### config.mk
export PLATFORM = sky130hd
export DESIGN_NAME = mem_port_arbiter
export DESIGN_NICKNAME = d
export VERILOG_FILES = /design/src/rtl/mem_port_arbiter.sv
export SDC_FILE = /design/constraint.sdc
export NUM_CORES = 1
export LEC_CHECK = 0
export CAP_MARGIN = 0
export CORE_ASPECT_RATIO = 1.2
export CORE_MARGIN = 8
export CORE_UTILIZATION = 38
export CTS_CLUSTER_SIZE = 16
export DETAILED_ROUTE_END_ITERATION = 10
export PLACE_DENSITY = 0.76
export SLEW_MARGIN = 25
export SYNTH_ARGS = -nofsm -noshare
export SYNTH_HDL_FRONTEND = slang
export SYNTH_SLANG_ARGS = --single-unit
### constraint.sdc
create_clock -name clk -period 1.8 [get_ports clk]
set_clock_uncertainty 0.15 [all_clocks]
set_input_delay 0.18 -clock clk [delete_from_list [all_inputs] [get_ports clk]]
set_output_delay 0.18 -clock clk [all_outputs]
set_load 0.05 [all_outputs]
### src/rtl/mem_port_arbiter.sv
// Arbitrates one single-ported memory between instruction fetch and data access,
// data-first with a starvation guard for fetch. Optional counters: MEM_PORT_ARB_STATS_EN.
module mem_port_arbiter #(
    parameter int AW         = 16,
    parameter int DW         = 16,
    parameter int STARVE_MAX = 3
) (
    input  logic          clk,
    input  logic          rst,
    input  logic          if_req,
    input  logic [AW-1:0] if_addr,
    input  logic          if_flush,
    output logic [DW-1:0] if_rdata,
    output logic          if_valid,
    input  logic          dm_req,
    input  logic          dm_we,
    input  logic [AW-1:0] dm_addr,
    input  logic [DW-1:0] dm_wdata,
    output logic [DW-1:0] dm_rdata,
    output logic          dm_valid,
    output logic          stall_if,
    output logic          stall_mem,
    output logic          mem_req,
    output logic          mem_we,
    output logic [AW-1:0] mem_addr,
    output logic [DW-1:0] mem_wdata,
    input  logic [DW-1:0] mem_rdata,
    input  logic          mem_ready
`ifdef MEM_PORT_ARB_STATS_EN
    ,
    output logic [15:0]   stat_conflicts,
    output logic [15:0]   stat_starve_grants
`endif
);

    typedef enum logic [1:0] {IDLE, FETCH, DATA} state_t;

    localparam logic [3:0] STARVE_LIM = 4'(STARVE_MAX);

    state_t          state_q, state_d;
    logic            mem_req_q, mem_req_d;
    logic            mem_we_q, mem_we_d;
    logic [AW-1:0]   mem_addr_q, mem_addr_d;
    logic [DW-1:0]   mem_wdata_q, mem_wdata_d;
    logic [DW-1:0]   if_rdata_q, if_rdata_d;
    logic            if_valid_q, if_valid_d;
    logic [DW-1:0]   dm_rdata_q, dm_rdata_d;
    logic            dm_valid_q, dm_valid_d;
    logic [3:0]      starve_q, starve_d;
    logic            drop_q, drop_d;

    always_ff @(posedge clk) begin
        if (rst) begin
            state_q     <= IDLE;
            mem_req_q   <= 1'b0;
            mem_we_q    <= 1'b0;
            mem_addr_q  <= '0;
            mem_wdata_q <= '0;
            if_rdata_q  <= '0;
            if_valid_q  <= 1'b0;
            dm_rdata_q  <= '0;
            dm_valid_q  <= 1'b0;
            starve_q    <= '0;
            drop_q      <= 1'b0;
        end else begin
            state_q     <= state_d;
            mem_req_q   <= mem_req_d;
            mem_we_q    <= mem_we_d;
            mem_addr_q  <= mem_addr_d;
            mem_wdata_q <= mem_wdata_d;
            if_rdata_q  <= if_rdata_d;
            if_valid_q  <= if_valid_d;
            dm_rdata_q  <= dm_rdata_d;
            dm_valid_q  <= dm_valid_d;
            starve_q    <= starve_d;
            drop_q      <= drop_d;
        end
    end

    always_comb begin
        state_d     = state_q;
        mem_req_d   = mem_req_q;
        mem_we_d    = mem_we_q;
        mem_addr_d  = mem_addr_q;
        mem_wdata_d = mem_wdata_q;
        if_rdata_d  = if_rdata_q;
        if_valid_d  = 1'b0;
        dm_rdata_d  = dm_rdata_q;
        dm_valid_d  = 1'b0;
        starve_d    = starve_q;
        drop_d      = drop_q;

        case (state_q)
            IDLE: begin
                if (if_req && (starve_q == STARVE_LIM || !dm_req)) begin
                    state_d     = FETCH;
                    mem_req_d   = 1'b1;
                    mem_we_d    = 1'b0;
                    mem_addr_d  = if_addr;
                    mem_wdata_d = '0;
                    starve_d    = '0;
                    drop_d      = 1'b0;
                end else if (dm_req) begin
                    state_d     = DATA;
                    mem_req_d   = 1'b1;
                    mem_we_d    = dm_we;
                    mem_addr_d  = dm_addr;
                    mem_wdata_d = dm_wdata;
                    // Only data grants that keep a waiting fetch out count toward starvation.
                    if (if_req && starve_q != STARVE_LIM) begin
                        starve_d = starve_q + 4'd1;
                    end
                end
            end
            FETCH: begin
                if (mem_ready) begin
                    // A flush seen earlier or in the completing cycle discards the result.
                    if (!drop_q && !if_flush) begin
                        if_rdata_d = mem_rdata;
                        if_valid_d = 1'b1;
                    end
                    drop_d    = 1'b0;
                    mem_req_d = 1'b0;
                    state_d   = IDLE;
                end else if (if_flush) begin
                    drop_d = 1'b1;
                end
            end
            DATA: begin
                if (mem_ready) begin
                    if (!mem_we_q) begin
                        dm_rdata_d = mem_rdata;
                    end
                    dm_valid_d = 1'b1;
                    mem_req_d  = 1'b0;
                    state_d    = IDLE;
                end
            end
            default: begin
                state_d   = IDLE;
                mem_req_d = 1'b0;
            end
        endcase
    end

    assign if_rdata  = if_rdata_q;
    assign if_valid  = if_valid_q;
    assign dm_rdata  = dm_rdata_q;
    assign dm_valid  = dm_valid_q;
    assign mem_req   = mem_req_q;
    assign mem_we    = mem_we_q;
    assign mem_addr  = mem_addr_q;
    assign mem_wdata = mem_wdata_q;
    assign stall_if  = if_req & ~if_valid_q;
    assign stall_mem = dm_req & ~dm_valid_q;

`ifdef MEM_PORT_ARB_STATS_EN
    logic [15:0] conflicts_q, conflicts_d;
    logic [15:0] starve_grants_q, starve_grants_d;
    logic        conflict_now;
    logic        forced_now;

    assign conflict_now = if_req & dm_req & ~if_valid_q & ~dm_valid_q;
    assign forced_now   = (state_q == IDLE) & if_req & (starve_q == STARVE_LIM);

    always_comb begin
        conflicts_d     = conflicts_q;
        starve_grants_d = starve_grants_q;
        if (conflict_now && conflicts_q != 16'hFFFF) begin
            conflicts_d = conflicts_q + 16'd1;
        end
        if (forced_now && starve_grants_q != 16'hFFFF) begin
            starve_grants_d = starve_grants_q + 16'd1;
        end
    end

    always_ff @(posedge clk) begin
        if (rst) begin
            conflicts_q     <= '0;
            starve_grants_q <= '0;
        end else begin
            conflicts_q     <= conflicts_d;
            starve_grants_q <= starve_grants_d;
        end
    end

    assign stat_conflicts     = conflicts_q;
    assign stat_starve_grants = starve_grants_q;
`endif

endmodule

==> metrics.md, run 1 <==
| Metric | Value |
|---|---|
| Kind of critical path | in2out |
| Number of antenna violations at the first check in global routing | 0 |
| Fin. Hold Viols | 0 |
| Final Total Pwr | 4.31 mW |
| Count of inserted antenna diode cells | 0 |
| Global-route wire length before repair | around 16,000 um |
| Final setup violation count | 0 |
| Critical path capture point type | output port |
| Cell area power density | 886 nW/um2 |
| Static leakage | 1.94 nW |
| Max Fclk | 575 MHz |
| Number of buffers added by the clock tree synthesis step | 9 |
| Share of Yosys cell area claimed by the top area cell type | 0.475 |
| Time the worst path needs with I/O delays and setup | 1740 ps |
| Number of cells on the worst hold path | 2 |
| Number of input and output port buffers inserted | 140 |
| Sequential share of the synthesized area | 0.475 |
| Most frequent standard cell in the layout excluding fill and tap cells | sky130_fd_sc_hd__nand2_1 |
| Sequential share of power | 0.422 |
| Number of vias per cell | 5.29 |
| Synth Cell Area | 3160 um2 |
| Height of the die | about 120 um |
| Combinational group share of total power | 0.253 |
| Clock Pin Slew Worst Setup and Hold Paths | 80 ps |
| Most frequent cells in the layout | sky130_fd_sc_hd__nand2_1 (85), sky130_fd_sc_hd__buf_4 (82), sky130_fd_sc_hd__dfxtp_1 (73) |
| Setup Buffers After CTS | 0 |
| Syn. warnings | 0 |
| Weighted congestion at the end of routability-driven global placement | 0.760 |
| DR pass1 iterations | 4 |
| Multi-input gate area in the final layout | ~1500 um2 |
| DRC violation count after routing | 0 |
| Number of global-route vias before repair | approximately 3,300 |
| Standard-cell row count | 36 |
| Required time reported for the critical path endpoint | 1470 ps |
| Internal Pwr Total | 2.97 mW |
| Worst voltage drop across the vdd grid | 0.000465 V |
| Post-route setup slack | slightly above 60 ps |
| Cell type with the largest total area after synthesis | sky130_fd_sc_hd__dfxtp_1 |
| Area of the die | between 10,000 and 15,000 um2 |
| Number of instances in the placed design | 603 |
| Total gr overflow | 0 |
| Number of enable flip-flop cells after synthesis | 0 |
| Pin count of the biggest net entering global routing | 36 |
| Width of the die | 99.3 um |
| Routed via count | 3,268 |
| Relative contribution of the clock network to total power | 0.325 |
| Maximum Capacitance Violations | 0 |
| Unrepaired setup endpoints after global routing | false |
| Remaining max-slew budget at the tightest pin | 0.760 |
| Worst-margin pin slew | 360 ps |
| Synth-to-Final Area Change | 53.9% |
| Clock net sink count | 75 |
| Average detailed-routed wire length per instance | 16.0 um |
| Clock network latency to the later pin of the worst-skew pair | roughly 340 ps |
| Antenna Nets Post-Route | 0 |
| Tightest Hold Check Type | in2reg |
| Count of different cell masters after synthesis | 34 |
| Data arrival time at the worst-slack endpoint | around 1400 ps |
| Max FO, Critical Path | 6 |
| Switching part of the total power | 0.311 |
| Clock tree root buffer cell | sky130_fd_sc_hd__clkbuf_8 |
| Layout cell share with drive strength beyond 1 | 0.228 |
| Largest cells by area after synthesis | sky130_fd_sc_hd__dfxtp_1 (48%), sky130_fd_sc_hd__nand2_1 (10%), sky130_fd_sc_hd__a21oi_1 (8.7%) |
| Syn_nets | 459 |
| Combined flip-flop and latch cell area | 1500 um2 |
| Startpoint class of the critical path | input port |
| Num ports | 141 |
| Hpwl dp | 7350 um |
| Switching power | 1.34 mW |
| Final nets | 594 |
| Setup_tns | 0 ps |
| Worst hold-check slack | 20.3 ps |
| Post-synthesis area per instance | 8.23 um2 |
| Ratio of final minimum period to clock period | 0.966 |
| Top flip-flop cell by instance count after synthesis | sky130_fd_sc_hd__dfxtp_1 |
| Non-Filler Instances | 618 |
| Total of fill cells in the finished design | 758 |
| Worst setup slack before clock tree synthesis | -58.3 ps |
| Status | complete, no violations |
| GRT Overall Usage | 0.167 |
| CTS tree | done |
| Synth Register Bits | 75 |
| Number of DRC markers in iteration 0 | 149 |
| Synth Instances | 384 |
| Clock tree buffer depth | 2 |
| Core outline area | slightly above 8000 um2 |
| Pins over their slew limit | 0 |
| Final WL | 9890 um |
| Proportion of synthesized flip-flops having asynchronous set or reset | 0 |
| Number of H-tree levels | 3 |
| Number of cells on the worst reg-to-reg path | 4 |
| Starting utilization of the core area | 0.390 |
[worst paths after layout]
| path | startpoint | to | slack (ps) |
|---|---|---|---|
| max | if_req | stall_if | 60 |
| min | rst | drop_q$_SDFFE_PP0P_ | 20 |
| max reg2reg | starve_q[0]$_SDFFE_PP0P_ | drop_q$_SDFFE_PP0P_ | 80 |
| min reg2reg | dm_rdata[15]$_SDFFE_PP0P_ | dm_rdata[15]$_SDFFE_PP0P_ | 310 |
[what timing repair did]
action / in CTS / in global routing
setup endpoints to repair: 0 / 33
resized for setup: 0 / 9
hold buffers: 0 / 0
[cells in the mapped netlist (2+ instances only)]
cell type and n:
sky130_fd_sc_hd__buf_2 15, sky130_fd_sc_hd__nor4_1 16, sky130_fd_sc_hd__a21oi_1 55, sky130_fd_sc_hd__nand3_1 2
sky130_fd_sc_hd__a211oi_1 16, sky130_fd_sc_hd__inv_1 6, sky130_fd_sc_hd__clkbuf_1 21, sky130_fd_sc_hd__nand2_1 85
sky130_fd_sc_hd__buf_1 2, sky130_fd_sc_hd__nand4bb_1 2, sky130_fd_sc_hd__o21ai_0 2, sky130_fd_sc_hd__nand2b_1 4
sky130_fd_sc_hd__nor2b_1 4, sky130_fd_sc_hd__nor3b_1 2, sky130_fd_sc_hd__dfxtp_1 75, sky130_fd_sc_hd__ha_1 4
sky130_fd_sc_hd__o21ai_1 3, sky130_fd_sc_hd__nand3b_1 2, sky130_fd_sc_hd__nand4_1 20, sky130_fd_sc_hd__and4b_1 16
sky130_fd_sc_hd__nor2_1 19
[sequential cells by signal (all words and copies together), names as in the netlist]
name / count
mem_we: 1
dm_rdata: 16
mem_req: 1
if_valid: 1
starve_q: 4
dm_valid: 1
mem_wdata: 16
state_q: 2
mem_addr: 16
drop_q: 1
if_rdata: 16
[kinds of logic after synthesis]
family	count (synthesis)	synth area share
and+or+nand+nor	177	0.294
buffers and inverters	44	0.0582
muxes	1	0.00317
adders and majority gates	4	0.0158
AOI/OAI and AO/OA	83	0.154
DFF	75	0.475
[power by group through the flow]
stage	sequential (mW)	clock (mW)	combinational, mW
2_1_floorplan	2.16	0	0.327
3_3_place_gp	1.85	0	1.07
3_5_place_dp	1.85	0	1.09
4_1_cts	1.82	1.44	1.09
5_1_grt	1.83	1.51	1.16
6_report	1.82	1.40	1.09
[metrics by stage]
step | area (um2) | utilization
2_1_floorplan | 3160 | -
3_3_place_gp | 4620 | 0.570
3_5_place_dp | 4620 | 0.570
4_1_cts | 4830 | 0.596
5_1_grt | 4860 | 0.600
6_report | 4860 | 0.600
[layout make-up]
type                            instances  share of cell area
Multi-Input combinational cell        265               0.312
Sequential cell                        75               0.309
Timing Repair Buffer                  162               0.305
Clock buffer                            9              0.0255
Tap cell                               95              0.0244
Clock inverter                          6              0.0185
Inverter                                6             0.00463
[metal layers]
metal	up-vias	global-route usage	part of all wire
met5	-	0	0
met4	0	0.0688	0.018
met3	13	0.0601	0.077
met2	127	0.269	0.47
met1	1508	0.196	0.44
li1	1620	-	-
[critical path: stages]
cell                              delay, ps
sky130_fd_sc_hd__clkdlybuf4s50_1        600
sky130_fd_sc_hd__buf_4                  180
sky130_fd_sc_hd__inv_1                   70
sky130_fd_sc_hd__nor2_1                 210
sky130_fd_sc_hd__buf_12                 170
Note: power is estimated with default switching activity, not from simulation.
==> run 2: changes to the inputs <==
- CORE_MARGIN: 8 -> unset
- SLEW_MARGIN: 25 -> 20
==> metrics.md, run 2 (synthesis gave the netlist of run 1 again) <==
| Metric | Value |
|---|---|
| Status | complete, no violations |
| Final WL | 8570 um (-13%) |
| Number of input and output port buffers inserted | 140 (unchanged) |
| Tightest Hold Check Type | in2reg |
| Setup Buffers After CTS | 0 (unchanged) |
| Number of instances in the placed design | 600 (-0.50%) |
| Starting utilization of the core area | 0.390 (unchanged) |
| Critical path capture point type | flip-flop |
| Most frequent standard cell in the layout excluding fill and tap cells | sky130_fd_sc_hd__nand2_1 |
| Clock tree root buffer cell | sky130_fd_sc_hd__clkbuf_8 |
| Fin. Hold Viols | 0 (unchanged) |
| DR pass1 iterations | 4 (unchanged) |
| Worst hold-check slack | 162 ps (+142 ps) |
| Standard-cell row count | 36 (unchanged) |
| Pins over their slew limit | 0 (unchanged) |
| Static leakage | 1.98 nW (+2.2%) |
| Worst-margin pin slew | 526 ps (+166 ps) |
| Data arrival time at the worst-slack endpoint | 1790 ps (+380 ps) |
| Width of the die | 85.3 um (-14%) |
| Core outline area | 8110 um2 (unchanged) |
| Ratio of final minimum period to clock period | 0.938 (-0.0285) |
| GRT Overall Usage | 0.197 (+0.0298) |
| Number of DRC markers in iteration 0 | 90 (-40%) |
| Most frequent cells in the layout | sky130_fd_sc_hd__nand2_1 (85), sky130_fd_sc_hd__dfxtp_1 (73), sky130_fd_sc_hd__clkdlybuf4s50_1 (69) |
| Required time reported for the critical path endpoint | 1910 ps (+440 ps) |
| Remaining max-slew budget at the tightest pin | 0.649 (-0.111) |
| Clock tree buffer depth | 2 (unchanged) |
| Clock net sink count | 75 (unchanged) |
| Global-route wire length before repair | 13,700 um (-12%) |
| CTS tree | done |
| Clock network latency to the later pin of the worst-skew pair | 340 ps (about the same) |
| Synth-to-Final Area Change | 54.0% (about the same) |
| DRC violation count after routing | 0 (unchanged) |
| Average detailed-routed wire length per instance | 13.9 um (-13%) |
| Worst voltage drop across the vdd grid | 0.000500 V (+7.5%) |
| Number of H-tree levels | 3 (unchanged) |
| Maximum Capacitance Violations | 0 (unchanged) |
| Pin count of the biggest net entering global routing | 38 (+5.6%) |
| Hpwl dp | 6290 um (-14%) |
| Number of global-route vias before repair | 3,010 (-8.1%) |
| Layout cell share with drive strength beyond 1 | 0.177 (-0.0506) |
| Number of buffers added by the clock tree synthesis step | 9 (unchanged) |
| Routed via count | 3,211 (-1.7%) |
| Cell area power density | 860 nW/um2 (-3.0%) |
| Antenna Nets Post-Route | 0 (unchanged) |
| Non-Filler Instances | 615 (-0.49%) |
| Max Fclk | 592 MHz (+3.0%) |
| Max FO, Critical Path | 5 (-1) |
| Final setup violation count | 0 (unchanged) |
| Count of inserted antenna diode cells | 0 (unchanged) |
| Number of antenna violations at the first check in global routing | 0 (unchanged) |
| Startpoint class of the critical path | flip-flop |
| Final Total Pwr | 4.18 mW (-3.0%) |
| Kind of critical path | reg2reg |
| Total gr overflow | 0 (unchanged) |
| Clock Pin Slew Worst Setup and Hold Paths | 80 ps (about the same) |
| Num ports | 141 (unchanged) |
| Number of hold buffers added after CTS | 0 (unchanged) |
| Setup_tns | 0 ps (unchanged) |
| Final nets | 591 (-0.51%) |
| Total of fill cells in the finished design | 722 (-4.7%) |
| Final Instance Area | 4870 um2 (about the same) |
| Placement-stage cell area | 4670 um2 (+1.1%) |
| Setup slack of the most critical reg-to-reg path | 110 ps (+30 ps) |
| Height of the die | 102 um (-12%) |
| Area of the die | 8690 um2 (-24%) |
| Time the worst path needs with I/O delays and setup | 1690 ps (-51.3 ps) |
| Number of vias per cell | 5.22 (-1.3%) |
| Weighted congestion at the end of routability-driven global placement | 0.755 (-0.62%) |
| Unrepaired setup endpoints after global routing | false |
## run 2: layout make-up
class / count / area [um2] / share of cell area
clock inverter: 5 / 60.1 / 0.0123
sequential: 75 / 1500 / 0.309
multi-input combinational: 265 / 1530 / 0.313
clock buffer: 10 / 138 / 0.0283
timing repair buffer: 159 / 1500 / 0.308
inverter: 6 / 22.5 / 0.00463
tap: 95 / 119 / 0.0244
## run 2: timing repair
item | CTS | global route
setup endpoints to repair | 24 | 20
pin swaps | 0 | 0
gates cloned | 0 | 0
gates resized for setup | 24 | 8
## run 2: path summary, 6_finish.rpt
| kind | cells after the start | endpoint | startpoint |
|---|---|---|---|
| min reg2reg | 2 | dm_rdata[14]$_SDFFE_PP0P_ | dm_rdata[14]$_SDFFE_PP0P_ |
| max | 4 | drop_q$_SDFFE_PP0P_ | starve_q[0]$_SDFFE_PP0P_ |
| max reg2reg | 4 | drop_q$_SDFFE_PP0P_ | starve_q[0]$_SDFFE_PP0P_ |
| min | 2 | dm_valid$_SDFF_PP0_ | rst |
## run 2: metal layers
| metal | global-route usage | vias to the layer above | routed length (um) |
|---|---|---|---|
| met5 | 0 | - | 0 |
| met4 | 0.0795 | 0 | 121 |
| met3 | 0.0541 | 11 | 573 |
| met2 | 0.342 | 124 | 4250 |
| met1 | 0.231 | 1453 | 3630 |
| li1 | - | 1623 | - |
## run 2: critical path, cell delays in order (launching register included)
cell,delay (ps)
sky130_fd_sc_hd__dfxtp_2,370
sky130_fd_sc_hd__ha_4,140
sky130_fd_sc_hd__or3b_4,400
sky130_fd_sc_hd__a311o_1,340
sky130_fd_sc_hd__a221oi_2,210
## run 2: stage by stage
stage               setup slack, ps   util
floorplan                       103      -
CTS                            18.8  0.596
global route                   10.6  0.600
global placement               53.8  0.576
detailed placement            -11.9  0.576
finish                          112  0.600
## run 2: power breakdown
| part | total [mW] | internal (mW) | leakage, nW | switching, mW |
|---|---|---|---|---|
| Combinational | 1.07 | 0.427 | 1.27 | 0.645 |
| Clock | 1.29 | 0.678 | 0.0992 | 0.616 |
| Sequential | 1.82 | 1.76 | 0.614 | 0.0590 |
==> run 3: changes to the inputs <==
- CAP_MARGIN: 0 -> 40
==> results of run 3 <==
The final DEF is identical to that of run 2; final timing and power are the same.
